### config.mk
export PLATFORM = sky130hd
export DESIGN_NAME = popcount_rr_sched_flat
export DESIGN_NICKNAME = d
export VERILOG_FILES = /design/src/rtl/popcount_sched_pkg.sv /design/src/rtl/popcount_rr_sched_if.sv /design/src/rtl/popcount_tree.sv /design/src/rtl/popcount_rr_sched.sv /design/src/flat_wrapper.sv
export SDC_FILE = /design/constraint.sdc
export NUM_CORES = 1
export LEC_CHECK = 0
export ABC_AREA = 1
export CORE_MARGIN = 2
export CORE_UTILIZATION = 35
export DETAILED_ROUTE_END_ITERATION = 16
export PLACE_DENSITY = 0.68
export SYNTH_ARGS = -nofsm -noshare
export SYNTH_HDL_FRONTEND = slang
export SYNTH_SLANG_ARGS = --single-unit
### constraint.sdc
create_clock -name clk -period 8 [get_ports clk]
set_input_delay 1.2 -clock clk [delete_from_list [all_inputs] [get_ports clk]]
set_output_delay 1.2 -clock clk [all_outputs]
set_load 0.01 [all_outputs]
### src/rtl/popcount_sched_pkg.sv
// popcount_sched_pkg: shared types and constants for popcount_rr_sched
//   state_t : scheduler FSM states
//   PC_W    : popcount result width for a 32-bit word (0..32)
//   id_w()  : requester id width, clog2(n) with a floor of 1 bit
package popcount_sched_pkg;
   typedef enum logic [1:0] {IDLE, BUSY, HOLD} state_t;
   localparam int PC_W = 6;
   function automatic int id_w(input int n);
      return (n > 1) ? $clog2(n) : 1;
   endfunction
endpackage

### src/rtl/popcount_rr_sched_if.sv
// popcount_rr_sched_if: requester and response bundle for popcount_rr_sched
//   req_valid/req_data/req_last/req_ready : per-requester word stream
//   rsp_valid/rsp_ready/rsp_id/rsp_count/rsp_sat : single result port
//   slave modport is the scheduler side, master the requester/consumer side
interface popcount_rr_sched_if
   import popcount_sched_pkg::*;
#(
   parameter int NREQ = 4,
   parameter int DW   = 32,
   parameter int AW   = 12
);
   localparam int IW = id_w(NREQ);
   logic [NREQ-1:0]    req_valid;
   logic [NREQ*DW-1:0] req_data;
   logic [NREQ-1:0]    req_last;
   logic [NREQ-1:0]    req_ready;
   logic               rsp_valid;
   logic               rsp_ready;
   logic [IW-1:0]      rsp_id;
   logic [AW-1:0]      rsp_count;
   logic               rsp_sat;
   modport slave (
      input  req_valid, req_data, req_last, rsp_ready,
      output req_ready, rsp_valid, rsp_id, rsp_count, rsp_sat
   );
   modport master (
      output req_valid, req_data, req_last, rsp_ready,
      input  req_ready, rsp_valid, rsp_id, rsp_count, rsp_sat
   );
endinterface

### src/rtl/popcount_tree.sv
// popcount_tree: combinational 32-bit population count
//   a : input word
//   y : number of set bits, 0..32
// Pairwise adder tree with 2/3/4/5/6-bit stages.
module popcount_tree
   import popcount_sched_pkg::*;
(
   input  logic [31:0]     a,
   output logic [PC_W-1:0] y
);
   logic [1:0] s1 [16];
   logic [2:0] s2 [8];
   logic [3:0] s3 [4];
   logic [4:0] s4 [2];
   for (genvar i = 0; i < 16; i++) assign s1[i] = {1'b0, a[2*i]} + {1'b0, a[2*i+1]};
   for (genvar i = 0; i < 8; i++)  assign s2[i] = {1'b0, s1[2*i]} + {1'b0, s1[2*i+1]};
   for (genvar i = 0; i < 4; i++)  assign s3[i] = {1'b0, s2[2*i]} + {1'b0, s2[2*i+1]};
   for (genvar i = 0; i < 2; i++)  assign s4[i] = {1'b0, s3[2*i]} + {1'b0, s3[2*i+1]};
   assign y = {1'b0, s4[0]} + {1'b0, s4[1]};
endmodule

### src/rtl/popcount_rr_sched.sv
// popcount_rr_sched: round-robin shared popcount accumulator
//   clk, rst : clock and synchronous active-high reset
//   bus      : popcount_rr_sched_if.slave (request streams + response port)
// Optional macro POPCOUNT_SCHED_SAT_EN: clamp the total at 2^AW-1 and flag rsp_sat;
// otherwise the total wraps mod 2^AW and rsp_sat stays 0.
module popcount_rr_sched
   import popcount_sched_pkg::*;
#(
   parameter int NREQ = 4,
   parameter int DW   = 32,
   parameter int AW   = 12
)(
   input  logic clk,
   input  logic rst,
   popcount_rr_sched_if.slave bus
);
   localparam int IW = id_w(NREQ);
   state_t          state;
   logic [IW-1:0]   rr_ptr, owner, grant, id_r;
   logic [NREQ-1:0] ready;
   logic [AW-1:0]   acc, nxt, cnt;
   logic [DW-1:0]   word;
   logic [PC_W-1:0] pc;
   logic            fire, ovf, sat_flag, vld, sat_r;
   // Scan from the highest offset down so the lowest offset from rr_ptr wins.
   always_comb begin
      grant = rr_ptr;
      for (int k = NREQ - 1; k >= 0; k--)
         if (bus.req_valid[(int'(rr_ptr) + k) % NREQ]) grant = IW'((int'(rr_ptr) + k) % NREQ);
   end
   assign word = bus.req_data[owner*DW +: DW];
   popcount_tree u_tree (.a(word), .y(pc));
`ifdef POPCOUNT_SCHED_SAT_EN
   logic [AW:0] sum;
   assign sum = {1'b0, acc} + (AW+1)'(pc);
   assign ovf = sum[AW];
   assign nxt = ovf ? '1 : sum[AW-1:0];
`else
   assign ovf = 1'b0;
   assign nxt = acc + AW'(pc);
`endif
   assign fire = (state == BUSY) && bus.req_valid[owner];
   always_ff @(posedge clk) begin
      if (rst) begin
         state    <= IDLE;
         rr_ptr   <= '0;
         owner    <= '0;
         acc      <= '0;
         sat_flag <= 1'b0;
         ready    <= '0;
         vld      <= 1'b0;
         id_r     <= '0;
         cnt      <= '0;
         sat_r    <= 1'b0;
      end else begin
         case (state)
            IDLE: if (|bus.req_valid) begin
               owner    <= grant;
               acc      <= '0;
               sat_flag <= 1'b0;
               ready    <= NREQ'(1) << grant;
               state    <= BUSY;
            end
            BUSY: if (fire) begin
               if (bus.req_last[owner]) begin
                  cnt   <= nxt;
                  sat_r <= sat_flag | ovf;
                  id_r  <= owner;
                  vld   <= 1'b1;
                  ready <= '0;
                  state <= HOLD;
               end else begin
                  acc      <= nxt;
                  sat_flag <= sat_flag | ovf;
               end
            end
            HOLD: if (bus.rsp_ready) begin
               vld    <= 1'b0;
               rr_ptr <= (owner == IW'(NREQ - 1)) ? '0 : owner + 1'b1;
               state  <= IDLE;
            end
            default: state <= IDLE;
         endcase
      end
   end
   assign bus.req_ready = ready;
   assign bus.rsp_valid = vld;
   assign bus.rsp_id    = id_r;
   assign bus.rsp_count = cnt;
   assign bus.rsp_sat   = sat_r;
endmodule

### src/flat_wrapper.sv
// flat-port wrapper written by rule: the top's interface ports become plain ports
module popcount_rr_sched_flat import popcount_sched_pkg::*;
#(
   parameter int NREQ = 4,
   parameter int DW   = 32,
   parameter int AW   = 12
)
  (clk, rst, bus_req_valid, bus_req_data, bus_req_last, bus_rsp_ready, bus_req_ready, bus_rsp_valid, bus_rsp_id, bus_rsp_count, bus_rsp_sat);
  popcount_rr_sched_if #(.NREQ(NREQ), .DW(DW), .AW(AW)) bus_i ();
  input  logic clk;
  input  logic rst;
  input wire logic [$bits(bus_i.req_valid)-1:0] bus_req_valid;
  input wire logic [$bits(bus_i.req_data)-1:0] bus_req_data;
  input wire logic [$bits(bus_i.req_last)-1:0] bus_req_last;
  input wire logic [$bits(bus_i.rsp_ready)-1:0] bus_rsp_ready;
  output wire logic [$bits(bus_i.req_ready)-1:0] bus_req_ready;
  output wire logic [$bits(bus_i.rsp_valid)-1:0] bus_rsp_valid;
  output wire logic [$bits(bus_i.rsp_id)-1:0] bus_rsp_id;
  output wire logic [$bits(bus_i.rsp_count)-1:0] bus_rsp_count;
  output wire logic [$bits(bus_i.rsp_sat)-1:0] bus_rsp_sat;
  assign bus_i.req_valid = bus_req_valid;
  assign bus_i.req_data = bus_req_data;
  assign bus_i.req_last = bus_req_last;
  assign bus_i.rsp_ready = bus_rsp_ready;
  assign bus_req_ready = bus_i.req_ready;
  assign bus_rsp_valid = bus_i.rsp_valid;
  assign bus_rsp_id = bus_i.rsp_id;
  assign bus_rsp_count = bus_i.rsp_count;
  assign bus_rsp_sat = bus_i.rsp_sat;
  popcount_rr_sched #(.NREQ(NREQ), .DW(DW), .AW(AW)) u_core (.clk(clk), .rst(rst), .bus(bus_i));
endmodule
# Word level (Yosys, flattened, before mapping)
# Cells that the tools add are included.
[op_classes]
n_eq_ne = 8
order_cmp = 5
n_reduce_logical = 15
add_sub_neg = 36
n_shift = 2
bitwise_logic = 3
mux = 37
[ops]
columns = ["operator", "count"]
rows = [
  ["$shiftx 128x8->32", 1],
  ["$mux 12", 3],
  ["$add 1x1->2", 16],
  ["$add 2x2->3", 8],
  ["$pmux 12 s2", 1],
  ["$mux 2", 9],
  ["$add 3x3->4", 4],
  ["$reduce_and 4->1", 4],
  ["$add 12x6->12", 1],
  ["$bmux 1 s2", 6],
  ["$lt 3x4->1 const B", 3],
  ["$mux 1", 12],
  ["$mux 4", 3],
  ["$add 4x4->5", 2],
  ["$pmux 4 s2", 1],
  ["$add 5x5->6", 1],
  ["$lt 2x3->1 const B", 2],
  ["$ne 2x2->1 const B", 3],
  ["$pmux 2 s3", 1],
  ["$reduce_or 2->1", 3],
  ["$add 2x1->2 const B", 2],
  ["$add 2x2->2 const B", 2],
  ["$eq 2x2->1 const B", 2],
  ["$ne 2x1->1 const B", 2],
  ["10 further kinds", 14],
]
[totals]
output_inout_bits = 20
regBits = 37
word_cells = 114
input_bits = 139

# Depth between registers and ports, before layout
# Gate-level depths: netlist (run 1).
[logic_depth]
word_depth = 13
depth_mapped = 27
depth_no_buf = 24

# Hierarchy
# A second synthesis (run 1) with hierarchy kept.
[hier_totals]
cells_unflattened = 570
area_unflattened_um2 = 3684.8
[modules_own_cells]
columns = ["mod", "cells_per_inst", "area_each_um2", "n_inst", "seq_area_each_um2"]
rows = [
  ["popcount_rr_sched", 485, 2900.3, 1, 740.7],
  ["popcount_tree", 85, 784.5, 1, 0.0],
]

# Least setup slack after synthesis (run 1)
# Ideal clock, no wire load.
[synth_timing]
path_type = "input to register"
startpoint = "in bus_req_data[43]"
endpoint = "reg u_core.acc[8]"
t_arrival_ps = 6238
setup_ps = 70
path_stages = 19
setup_slack_ps = 1692
t_required_ps = 7930
n_path_buf = 0
cell_sequence = "o21ai_0 > o22ai_1 > fa_1 > inv_1 > fa_1 > inv_1 > fa_1 > fa_1 > inv_1 > fa_1 > fa_1 > fa_1 > fa_1 > o21ai_1 > nand2_1 > nand3_1 > xor2_1 > nand2_1 > a21oi_1"
[synth_via]
elab_chain_cells = 10
[synth_rtl]
columns = ["element", "line_no", "text"]
rows = [
  ["start: declaration", "flat_wrapper.sv:13", "input wire logic [$bits(bus_i.req_data)-1:0] bus_req_data;"],
  ["$shiftx 128x8->32", "popcount_rr_sched.sv:31", "assign word = bus.req_data[owner*DW +: DW];"],
  ["$add 1x1->2", "popcount_tree.sv:15", "for (genvar i = 0; i < 16; i++) assign s1[i] = {1'b0, a[2*i]} + {1'b0, a[2*i+1]};"],
  ["$add 2x2->3", "popcount_tree.sv:16", "for (genvar i = 0; i < 8; i++) assign s2[i] = {1'b0, s1[2*i]} + {1'b0, s1[2*i+1]};"],
  ["$add 3x3->4", "popcount_tree.sv:17", "for (genvar i = 0; i < 4; i++) assign s3[i] = {1'b0, s2[2*i]} + {1'b0, s2[2*i+1]};"],
  ["$add 4x4->5", "popcount_tree.sv:18", "for (genvar i = 0; i < 2; i++) assign s4[i] = {1'b0, s3[2*i]} + {1'b0, s3[2*i+1]};"],
  ["$add 5x5->6", "popcount_tree.sv:19", "assign y = {1'b0, s4[0]} + {1'b0, s4[1]};"],
  ["$add 12x6->12", "popcount_rr_sched.sv:40", "assign nxt = acc + AW'(pc);"],
  ["$mux 12", "popcount_rr_sched.sv:65", "if (bus.req_last[owner]) begin"],
  ["$mux 12", "popcount_rr_sched.sv:64", "BUSY: if (fire) begin"],
  ["$pmux 12 s2", "popcount_rr_sched.sv:56", "case (state)"],
  ["end signal: assignment", "popcount_rr_sched.sv:73", "acc <= nxt;"],
  ["end: declaration", "popcount_rr_sched.sv:21", "logic [AW-1:0] acc, nxt, cnt;"],
]
# Every way passes these cells. The select of a mux whose other input is x is not followed.
# A chain may end at the register's enable or synchronous reset.

# Worst setup path in the final report (run 1)
[layout_timing]
startpoint = "in bus_req_data[51]"
endpoint = "reg u_core.acc[8]"
# Same word-level chain as after synthesis.

==> results.md, run 1 <==
- Max-slew violations: 0
- Fin crit share: between 80 and 90%
- Slew at the pin with the worst max-slew slack: 0.761 ns
- Status: finished clean
- # DRC: 0
- Initial Util: between 30% and 40%
- Hold_ws: around 0.47 ns
- Crit path max fanout: 3
- Share of the synthesized area in the top cell type: around a fifth
- Crit. End Element: register
- Met2 WL post-DR: approximately 5500 um
- Maxcap violations: 0
- N_diodes: 0
- Cell Area, Synth: approximately 0.0037 mm^2
- CTS max path bufs: 2
- Max Used Layer: met4
- Hold Fails Final Rpt: 0
- Hold WC Path Type: reg2reg
- Final Worst Setup Slack: between 1 and 1.5 ns
- Die width: 107 um
- Setup violators final: 0
- Hold buffers post-CTS: 0
- Slew margin rel.: between 40% and 50%
- Drt first-iter violations: 223
- Placer Congestion: 0.924
- Core ar.: 0.0103 mm^2
- Pre-CTS setup slack: ~0.94 ns
- Die Footprint: 0.0113 mm^2
- Synthesis-to-layout area growth: 46.4%
- Final nets: approximately 860
- # IOs: about 160
- Top FF cell, synth: dfxtp_1
- Pre-Repair DR Iteration Count: 4
- Ys async rst share: 0%
- Top-count cell post-synth: nand2_1
- M1 wire length: 5200 um
- RSZ-0062 raised after global routing: false
- WS Path Type: in2reg
- Synthesized flop and latch total: 37
- Post-synth EDFFs: 0
- Clk slew on worst S/H paths: around 0.080 ns
- Finished Cell Area: 0.00539 mm^2
- Placed cell area: about 0.0053 mm^2
- Fmax: around 150 MHz
- Mapped Cells: approximately 540
- Yosys warns: 0
- First-pass GRT wire length: between 15000 and 20000 um
- Met3 WL post-DR: between 500 and 600 um
- ANT nets after route: 0
- Routed vias/inst: just over 5
- Initial antenna violation count: 0
- DP HPWL: approximately 9100 um
- Overall routing resource usage: around 20%
- Leading area contributor after synthesis: dfxtp_1
- Final Skew: around 0.008 ns
- Row count: 37
- CTS sink cnt: 37
- CTS tree: built
- Synth Area per Inst: around 6.8 um^2
- Critical Path Source Type: input pin
- Post-CTS setup buffer count: 0
- Post-synthesis cell type count: 37
- Clock H-tree levels: 2
- Vias in the first global route: 4059
- Input/output buffers: approximately 160
- Root buffer cell: clkbuf_8
- Syn Nets: 720
- Ranking of synthesized cells by area: dfxtp_1, fa_1, nand2_1
- WL per Instance: 14.1 um
- Seq/Total Area, Yosys: 20.1%
- Setup TNS Final: 0 ns
- Largest net degree at the start of global routing: 70
- DR vias: roughly 4100
- Die Height: 107 um
- Post-CTS resize count: 0
- Final min period: approximately 6.8 ns
- Share of layout cells above drive strength 1: 4.73%
- Gr ovfl total: 0
- Worst endpoint data arrival time: 6.98 ns
- WP data required: between 8 and 9 ns
- Clock buffer count from CTS: 5
- WL final: ~11000 um
- Clock Latency Late Sink: ~0.28 ns
- Synth cell count leaders: nand2_1, nor2_1, o21ai_0
path summary, 6_finish.rpt:
| kind | from | to | slack, ns | cells past startpoint |
|---|---|---|---|---|
| worst max-delay path | bus_req_data[51] | u_core.acc[8]$_SDFFE_PP0P_ | 1.23 | 19 |
| worst min-delay path | u_core.bus.req_ready[2]$_SDFFE_PP0P_ | u_core.bus.req_ready[2]$_SDFFE_PP0P_ | 0.47 | 2 |
| worst max register to register | u_core.owner[0]$_SDFFE_PP0P_ | u_core.acc[8]$_SDFFE_PP0P_ | 1.45 | 18 |
| worst min register to register | u_core.bus.req_ready[2]$_SDFFE_PP0P_ | u_core.bus.req_ready[2]$_SDFFE_PP0P_ | 0.47 | 2 |
cell type report:
type,count,area (um^2)
Clock buffer,7,96.3
Clock inverter,1,5.00
Fill cell,976,4890
Inverter,51,201
Multi-Input combinational cell,421,2580
Sequential cell,37,742
Tap cell,136,170
Timing Repair Buffer,160,1590
worst max-delay path: stages:
cell             delay (ns)
clkdlybuf4s50_1        0.47
nand2_1                0.06
a32o_1                 0.29
fa_1                   0.52
fa_1                   0.55
inv_1                  0.05
fa_1                   0.46
fa_1                   0.49
inv_1                  0.06
fa_1                   0.50
fa_1                   0.53
fa_1                   0.49
fa_1                   0.43
o21ai_1                0.22
nand2_1                0.08
nand3_1                0.13
xor2_1                 0.20
nand2_1                0.08
a21oi_1                0.14
flip-flops by register name, indices dropped and copies added, names as in the netlist:
name	cells
u_core.rr_ptr	2
u_core.bus.rsp_valid	1
u_core.owner	2
u_core.state	2
u_core.bus.rsp_count	12
u_core.bus.req_ready	4
u_core.bus.rsp_id	2
u_core.acc	12
placed cells by master, fill, tap and decap left out, drive strengths merged, types with 2 or more instances in the layout:
cell type / n
ha: 16
nand2: 123
a21o: 2
inv: 51
nor2: 75
clkbuf: 7
o21ai: 63
clkdlybuf4s50: 157
fa: 26
dfxtp: 37
nand3: 17
nand4: 3
xnor2: 5
a21oi: 44
xor2: 4
a32o: 13
o211ai: 2
o22ai: 20
buf: 3
nor3: 5
metal layers:
| layer | vias up | GRT usage (%) |
|---|---|---|
| met1 | 1938 | 26.5 |
| met4 | 0 | 4.64 |
| li1 | 2057 | - |
| met3 | 25 | 3.37 |
| met2 | 111 | 35.7 |
| met5 | - | 0 |
cell families after synthesis:
kind of cell,synth area share (%)
AOI/OAI and AO/OA,23.4
adders and majority gates,19.6
xor gates and xnor gates,2.14
DFF,20.1
other,0.102
and+or+nand+nor,24.9
buffers and inverters,9.76
stage by stage:
stage               util (%)  instances
finish                  52.4        813
global placement        51.4        805
CTS                     52.4        813
detailed placement      51.4        805
floorplan                  -        539
global route            52.4        813
Power of run 1 is left out: the tool's default activity adds up to more than one toggle a clock period on the data nets, which glitch-free logic cannot reach.
==> run 2: changes to the inputs <==
Settings changed: PLACE_DENSITY 0.68 to 0.71.
Clock period 8 ns to 6.15 ns, I/O delays scaled along.
==> run 2 against run 1 <==
Net effect: via count is 1.7% higher; clock skew fell by 0.0034 ns; cell count up 1.8%; global-route usage rose by 1.0 points; utilization rose by 3.2 points; die area unchanged; count of clock-buffer cells in the layout shrank 1; non-clock buffer count rose by 15; hold slack worse by 0.0048 ns; critical path depth is 2 higher; routed wire length rose by 8.8%; critical endpoint is now u_core.bus.rsp_count[10]$_SDFFE_PP0P_; largest cell class unchanged; highest routed layer unchanged.
==> results.md, run 2 (synthesized netlist as in run 1, its figures left out) <==
- Die width: 107 um (unchanged)
- Maxcap violations: 0 (unchanged)
- WS Path Type: in2reg (unchanged)
- First-pass GRT wire length: 19700 um (was 19000 um)
- Die Footprint: 0.0113 mm^2 (unchanged)
- Die Height: 107 um (unchanged)
- WL per Instance: 15.1 um (was 14.1 um)
- Setup TNS Final: 0 ns (unchanged)
- Hold buffers post-CTS: 0 (unchanged)
- Final min period: 5.98 ns
- Fin util: 55.6% (was 52.4%)
- Final Skew: 0.00466 ns (was 0.00811 ns)
- Placer Congestion: 0.886 (was 0.924)
- Clk slew on worst S/H paths: 0.07 ns (was 0.08 ns)
- Critical Path Source Type: input pin (unchanged)
- DR vias: 4202 (was 4131)
- Vias in the first global route: 4183 (was 4059)
- Worst endpoint data arrival time: 6.22 ns (was 6.98 ns)
- Post-CTS setup buffer count: 0 (unchanged)
- Final Worst Setup Slack: 0.170 ns (was 1.23 ns)
- Crit path max fanout: 3 (unchanged)
- Max-slew violations: 0 (unchanged)
- Initial Util: 35.8% (unchanged)
- N_diodes: 0 (unchanged)
- Clock H-tree levels: 2 (unchanged)
- Area of the multi-input gates: 0.00273 mm^2 (was 0.00258 mm^2)
- Gr ovfl total: 0 (unchanged)
- Slew at the pin with the worst max-slew slack: 0.855 ns (was 0.761 ns)
- Crit. End Element: register (unchanged)
- Filler cell count: 947 (was 976)
- Cell mode on critical path: fa_1 (unchanged)
- Status: finished clean (unchanged)
- Overall routing resource usage: 21.5% (was 20.5%)
- Input/output buffers: 157 (unchanged)
- Layout Cells excl Fill: 828 (was 813)
- Share of layout cells above drive strength 1: 12.3% (was 4.73%)
- Row count: 37 (unchanged)
- # DRC: 0 (unchanged)
- Setup violators final: 0 (unchanged)
- Fmax: 167 MHz
- Pre-CTS setup slack: -0.548 ns (was 0.938 ns)
- DP HPWL: 9540 um (was 9070 um)
- CP Cell Sequence: clkdlybuf4s50_1, o21ai_1, o22ai_2, fa_1, fa_1, fa_1, fa_1, inv_1, fa_1, fa_1, fa_2, fa_2, o21ai_2, nand2_1, nand3_2, nand2_1, nand2_1, nand2_1, nand2_1, o211ai_1, inv_1 (was clkdlybuf4s50_1, nand2_1, a32o_1, fa_1, fa_1, inv_1, fa_1, fa_1, inv_1, fa_1, fa_1, fa_1, fa_1, o21ai_1, nand2_1, nand3_1, xor2_1, nand2_1, a21oi_1)
- WP data required: 6.39 ns (was 8.21 ns)
- # IOs: 159 (unchanged)
- Initial antenna violation count: 0 (unchanged)
- Slew margin rel.: 42.8% (was 49.2%)
- Final nets: 872 (was 857)
- CTS sink cnt: 37 (unchanged)
- Synthesis-to-layout area growth: 55.3% (was 46.4%)
- Largest net degree at the start of global routing: 38 (was 70)
- Worst path max stage delay: 0.57 ns (was 0.55 ns)
- WL final: 12500 um (was 11500 um)
- Fin crit share: a little over nine tenths
- Slowest cell on the critical path: fa_1 (unchanged)
- Most frequent cells in the layout: clkdlybuf4s50_1, nand2_1, nor2_1 (unchanged)
- Clock buffer count from CTS: 5 (unchanged)
- Routed vias/inst: 5.07 (was 5.08)
- Drt first-iter violations: 313 (was 223)
- Hold Fails Final Rpt: 0 (unchanged)
- ANT nets after route: 0 (unchanged)
- Core ar.: 0.0103 mm^2 (unchanged)
- Root buffer cell: clkbuf_8 (unchanged)
- Most common cell after layout, fill and taps aside: clkdlybuf4s50_1 (unchanged)
- Hold WC Path Type: reg2reg (unchanged)
- Clock Latency Late Sink: 0.29 ns (was 0.28 ns)
- CTS max path bufs: 2 (unchanged)
- Pre-Repair DR Iteration Count: 5 (was 4)
- CTS tree: built (unchanged)
- Seq. cell area: 742 um^2 (unchanged)
- DP Cell Count: 820 (was 805)
==> run 2: repair_timing <==
item	4_1_cts	5_1_grt
gates resized for setup	5	77
pin swaps	7	53
endpoints found under the setup margin	12	13
==> run 2: final cells by class <==
| type | count | share of cell area, % |
|---|---|---|
| sequential | 37 | 13.0 |
| inverter | 51 | 3.53 |
| tap | 136 | 2.98 |
| clock buffer | 6 | 1.27 |
| clock inverter | 2 | 0.175 |
| timing repair buffer | 175 | 31.2 |
| multi-input combinational | 421 | 47.8 |
==> run 2: path summary, 6_finish.rpt <==
kind | startpoint | slack (ns) | end | cells past startpoint
hold reg to reg | u_core.bus.req_ready[2]$_SDFFE_PP0P_ | 0.46 | u_core.bus.req_ready[2]$_SDFFE_PP0P_ | 2
setup reg to reg | u_core.owner[0]$_SDFFE_PP0P_ | 0.39 | u_core.bus.rsp_count[10]$_SDFFE_PP0P_ | 22
setup / recovery | bus_req_data[71] | 0.17 | u_core.bus.rsp_count[10]$_SDFFE_PP0P_ | 21
hold / removal | u_core.bus.req_ready[2]$_SDFFE_PP0P_ | 0.46 | u_core.bus.req_ready[2]$_SDFFE_PP0P_ | 2
==> run 2: critical path: cells and delay by family <==
family | cells | cell delay (ns)
AOI/OAI and AO/OA | 4 | 0.53
adders and majority gates | 8 | 3.67
buffers and inverters | 3 | 0.63
and+or+nand+nor | 6 | 0.47
==> run 2: per-stage QoR <==
| step | cell area [um^2] | hold slack, ns |
|---|---|---|
| after floorplan | 3680 | 0.443 |
| after global placement | 5410 | 0.453 |
| after detailed placement | 5410 | 0.462 |
| after CTS | 5510 | 0.470 |
| after global routing | 5710 | 0.501 |
| final | 5710 | 0.464 |
==> run 2: routing by layer <==
metal / track usage [%] / share of wire (%) / up-vias
li1: - / - / 2084
met1: 26.8 / 43 / 1966
met2: 37.5 / 49 / 121
met3: 4.29 / 5.1 / 31
met4: 6.49 / 2.7 / 0
met5: 0 / 0 / -
Power of run 2 is left out for the same reason.
==> run 3: changes to the inputs <==
Settings changed: CTS_CLUSTER_SIZE from default to 8, SLEW_MARGIN from default to 40.
==> results of run 3 <==
The final DEF is identical to that of run 2; final timing and power are the same.
Power of run 3 is left out for the same reason.
